File: src/rtl/pwr_seq.sv
// Power-switch / supply-good sequencer feeding the PUKS power/reset unit.
// Debounces sw_on and pgood, times the ramp, and drives off, pon and pout.
module pwr_seq #(
  parameter int DEB_CYCLES = 16,
  parameter int ON_DELAY   = 1000,
  parameter int STROBE_LEN = 4,
  parameter int POUT_LEAD  = 8
) (
  input  logic       clk,
  input  logic       rst_n,
  input  logic       sw_on,
  input  logic       pgood,
  output logic       off,
  output logic       pon,
  output logic       pout,
  output logic [1:0] state
);

  localparam int MAX_A = (ON_DELAY > POUT_LEAD) ? ON_DELAY : POUT_LEAD;
  localparam int MAXP  = (MAX_A > STROBE_LEN) ? MAX_A : STROBE_LEN;
  localparam int CW    = $clog2(MAXP + 1);
  localparam int DW    = $clog2(DEB_CYCLES + 1);

  localparam logic [CW-1:0] RAMP_END = CW'(ON_DELAY - 1);
  localparam logic [CW-1:0] STR_END  = CW'(STROBE_LEN - 1);
  localparam logic [CW-1:0] LEAD_END = CW'(POUT_LEAD - 1);
  localparam logic [CW-1:0] CNT_MAX  = CW'(MAXP);
  localparam logic [DW-1:0] DEB_END  = DW'(DEB_CYCLES - 1);

  typedef enum logic [1:0] {
    DOWN = 2'd0,
    RAMP = 2'd1,
    UP   = 2'd2,
    WARN = 2'd3
  } st_t;

  // bit 0 = switch, bit 1 = supply good
  logic [1:0]    s1;
  logic [1:0]    s2;
  logic [1:0]    db;
  logic [DW-1:0] dc [2];

  always_ff @(posedge clk or negedge rst_n) begin
    if (!rst_n) begin
      s1    <= '0;
      s2    <= '0;
      db    <= '0;
      dc[0] <= '0;
      dc[1] <= '0;
    end else begin
      s1 <= {pgood, sw_on};
      s2 <= s1;
      for (int i = 0; i < 2; i++) begin
        if (s2[i] == db[i]) begin
          dc[i] <= '0;
        end else if (dc[i] == DEB_END) begin
          db[i] <= ~db[i];
          dc[i] <= '0;
        end else begin
          dc[i] <= dc[i] + 1'b1;
        end
      end
    end
  end

  logic          go;
  st_t           st;
  logic [CW-1:0] cnt;
  logic [CW-1:0] cnt_inc;

  assign go      = db[0] & db[1];
  assign cnt_inc = (cnt == CNT_MAX) ? cnt : cnt + 1'b1;
  assign state   = st;

  always_ff @(posedge clk or negedge rst_n) begin
    if (!rst_n) begin
      st   <= DOWN;
      cnt  <= '0;
      off  <= 1'b1;
      pon  <= 1'b0;
      pout <= 1'b0;
    end else begin
      unique case (st)
        DOWN: begin
          if (go) begin
            st  <= RAMP;
            cnt <= '0;
          end
        end
        RAMP: begin
          if (!go) begin
            st  <= DOWN;
            cnt <= '0;
          end else if (cnt == RAMP_END) begin
            st  <= UP;
            cnt <= '0;
            off <= 1'b0;
            pon <= 1'b1;
          end else begin
            cnt <= cnt_inc;
          end
        end
        UP: begin
          if (!go) begin
            st   <= WARN;
            cnt  <= '0;
            pon  <= 1'b0;
            pout <= 1'b1;
          end else if (pon) begin
            if (cnt == STR_END) pon <= 1'b0;
            else cnt <= cnt_inc;
          end
        end
        WARN: begin
          // go is ignored here: the warning always runs to completion
          if (cnt == LEAD_END) begin
            st   <= DOWN;
            cnt  <= '0;
            off  <= 1'b1;
            pout <= 1'b0;
          end else begin
            cnt <= cnt_inc;
            if (cnt == STR_END) pout <= 1'b0;
          end
        end
        default: st <= DOWN;
      endcase
    end
  end

endmodule

File: config.mk
export PLATFORM = sky130hd
export DESIGN_NAME = pwr_seq
export DESIGN_NICKNAME = d
export VERILOG_FILES = /design/src/rtl/pwr_seq.sv
export SDC_FILE = /design/constraint.sdc
export NUM_CORES = 1
export LEC_CHECK = 0
export BUFFER_PORTS_ARGS = -buffer_cell sky130_fd_sc_hd__buf_4
export CAP_MARGIN = 20
export CORE_ASPECT_RATIO = 1.25
export CORE_MARGIN = 5
export CORE_UTILIZATION = 40
export CTS_BUF_LIST = sky130_fd_sc_hd__clkbuf_8
export CTS_CLUSTER_DIAMETER = 50
export DETAILED_ROUTE_END_ITERATION = 10
export PLACE_DENSITY_LB_ADDON = 0.25
export SKIP_LAST_GASP = 1
export SYNTH_ARGS = -nofsm -noshare
export SYNTH_HDL_FRONTEND = slang
export SYNTH_SLANG_ARGS = --single-unit
File: constraint.sdc
create_clock -name clk -period 4.55 [get_ports clk]
set_clock_uncertainty 0.1 [all_clocks]
set_input_delay 0.91 -clock clk [delete_from_list [all_inputs] [get_ports clk]]
set_output_delay 0.91 -clock clk [all_outputs]
set_load 0.02 [all_outputs]
==> impl_metrics.json <==
{
  "crit_path_max_incr_delay_ps": 460,
  "htree_levels": 2,
  "syn_area_sq_um": 1580,
  "grt_max_degree": 32,
  "total_power_uw": 580,
  "core-area_sq_um": 3780,
  "required_ps": 4620,
  "holdPathEnd": "s2[1]",
  "tightestPinTransition_ps": 545,
  "diodes": 0,
  "place_inst": 216,
  "clock-sinks": 31,
  "ir_drop_mv": 0.161,
  "synth_area_leaders": "dfrtp_1 48%, o21ai_0 4.4%, nand2_1 4.3%, xor2_1 3.3%, ha_1 3.2%",
  "yosysTopAreaCell": "dfrtp_1",
  "setup_viol": 0,
  "initial_utilization": 0.417,
  "synth-seq-cells": 31,
  "clock_tree.root_cell": "clkbuf_8",
  "port_buffers": 8,
  "fmax_ghz": 0.485,
  "critPathTopFamily": "compound AO/OA/AOI/OAI gates",
  "crit_buf_inv": 1,
  "min_path_type": "reg -> reg",
  "dieArea_sq_um": 5310,
  "post_cts.repair.setup_buffers": 0,
  "antenna_found_initial": 0,
  "reg2reg_depth": 6,
  "fin_crit_ps": 2060,
  "status": "complete, no violations",
  "grt-ovfl-total": 0,
  "hold_buffers": 0,
  "area_growth_pct": 13.9,
  "worstPathMaxFanout": 11,
  "row_count": 25,
  "dp_hpwl_um": 2130,
  "cts_tree": "yes",
  "post_drt_wl_per_cell_um": 13.2,
  "maxCapViolCount": 0,
  "rsz0062_at_grt": "no",
  "clock_latency_ps": 280,
  "tns_ps": 0,
  "worstPathArrival_ps": 2130,
  "rr_endpoint": "cnt[4]",
  "layout_worst_path_cycle_share": 0.453,
  "synth.distinct_cells": 42,
  "grt_usage": 0.125,
  "drv_slew": 0,
  "clock_path_buffers": 2,
  "grt_pass1_wl_um": 5070,
  "synth_warnings": 0,
  "post-place-ws_ps": 2470,
  "dieWidth_um": 66.2,
  "drive_gt1_frac": 0.135,
  "ant_nets": 0,
  "min_from": "s1[1]",
  "cts_made_buffers": 5,
  "rr_startpoint": "cnt[0]",
  "vias": 1188,
  "layout.cells.non_filler": 224,
  "drt-pass1-iter-count": 4,
  "avgSynthCellArea_sq_um": 9.99,
  "ys_seq_area_frac": 0.492,
  "min_path_cells": 0,
  "via_per_inst": 5.30,
  "start_kind": "flop",
  "layout.nets": 177,
  "crit_type": "reg -> reg",
  "critical_path.slowest_cell": "o221ai_2",
  "p_leak_uw": 0.000857,
  "synthCells": 158,
  "rrSetupSlack_ps": 2490,
  "pwr_density_cell_nw_per_um2": 323,
  "fillCellCount": 346,
  "drc": 0,
  "regArea_sq_um": 777,
  "path_clk_slew_ps": 60,
  "drt-initial-drc-count": 59,
  "post_cts_resized": 0,
  "max_slew_margin": 0.636,
  "wirelength_um": 2950,
  "synth_top_area_share": 0.476,
  "gp_congestion": 0.824,
  "worstSetupEndpointType": "flop",
  "grt_pass1_vias": 1167,
  "fp.dieH_um": 80.2,
  "synth.net_count": 166,
  "hold_violations": 0,
  "ios": 9,
  "path_cells": "ha_1, and3b_1, a31oi_1, o221ai_2, inv_1, a22o_1",
  "fin_ws_ps": 2490,
  "multi_input_area_sq_um": 756
}
[routing by layer]
| layer | track usage | routed length (um) | share of wire |
|---|---|---|---|
| met5 | 0 | 0 | 0 |
| met3 | 0.0294 | 137 | 0.046 |
| met2 | 0.199 | 1410 | 0.48 |
| met1 | 0.158 | 1360 | 0.46 |
| met4 | 0.0610 | 42 | 0.014 |
[kinds of logic after synthesis]
logic type | count (synthesis) | share of synthesized area
buffers and inverters | 9 | 0.0285
AO/OA/AOI/OAI | 35 | 0.147
XOR/XNOR | 6 | 0.0333
multiplexers | 3 | 0.0206
adder cells (fa/ha/maj) | 4 | 0.0317
flip-flops | 31 | 0.492
AND/OR/NAND/NOR | 70 | 0.247
[worst reg2reg max path, cell delays in order, from the launching register on]
cell	delay [ps]
dfrtp_1	400
ha_1	270
and3b_1	230
a31oi_1	110
o221ai_2	460
inv_1	160
a22o_1	220
[flip-flops by register name, summed over array words and instances (netlist names), named ones only]
register,flops
cnt,10
dc,10
db,2
s1,2
s2,2
off,1
pon,1
pout,1
state,1
[through the flow]
step	utilization	hold slack [ps]	area (sq um)
2_1_floorplan	-	231	1580
3_3_place_gp	0.444	234	1680
3_5_place_dp	0.444	236	1680
4_1_cts	0.475	250	1800
5_1_grt	0.475	259	1800
6_report	0.475	248	1800
[worst max path at each step]
| stage | start | to | slack, ps | cells past startpoint |
|---|---|---|---|---|
| after floorplan | flop | cnt[1] | 2750 | 7 |
| after global placement | cnt[0] | cnt[1] | 2600 | 6 |
| after detailed placement | cnt[0] | cnt[4] | 2470 | 6 |
| after CTS | cnt[0] | cnt[4] | 2470 | 6 |
| after global routing | cnt[0] | cnt[4] | 2310 | 6 |
| final | cnt[0] | cnt[4] | 2490 | 6 |
[synthesized netlist by cell type]
cell      number
a31oi_1        2
and2b_1        1
and3_1         6
nor2b_1        1
o21a_1         2
dfstp_2        1
nand2b_1       5
buf_6          1
inv_1          5
nand3_1        9
nor3_1         1
nor2_1        11
mux2i_1        1
nand4b_1       1
a211o_1        1
nor3b_1        2
a21boi_0       2
nor4_4         1
nand2_2        1
and4_4         1
ha_1           4
a22oi_1        1
a22o_1         3
nor4b_1        1
and4b_1        1
a21oi_1        4
o221ai_2       1
and2_1         4
xor2_1         6
and3b_1        1
nand2_1       18
buf_2          3
a21o_1         1
o21ai_0       14
o21bai_1       1
nand4_1        4
mux2_2         2
o22a_1         1
a32o_1         1
or4_1          1
dfrtp_1       30
o31ai_1        1
[area by class of cell]
cell class / instances / area share
clock buffer: 6 / 0.0460
clock inverter: 2 / 0.0195
inverter: 5 / 0.0104
multi-input combinational: 118 / 0.421
sequential: 31 / 0.432
tap: 54 / 0.0376
timing repair buffer: 8 / 0.0334
[report_power, final]
group | switching [uW] | internal, uW | leakage, uW
clock | 102 | 177 | 0.0000612
combinational | 9.44 | 5.90 | 0.000380
sequential | 3.89 | 282 | 0.000415
[cell usage in the layout, fill, tap and decap left out, types with 6 or more instances in the layout]
cell      instances
and3_1            6
buf_4             8
clkbuf_8          6
dfrtp_1          30
nand2_1          18
nand3_1           9
nor2_1           11
o21ai_0          14
xor2_1            6
No activity file was read; power rests on OpenSTA's default activity.
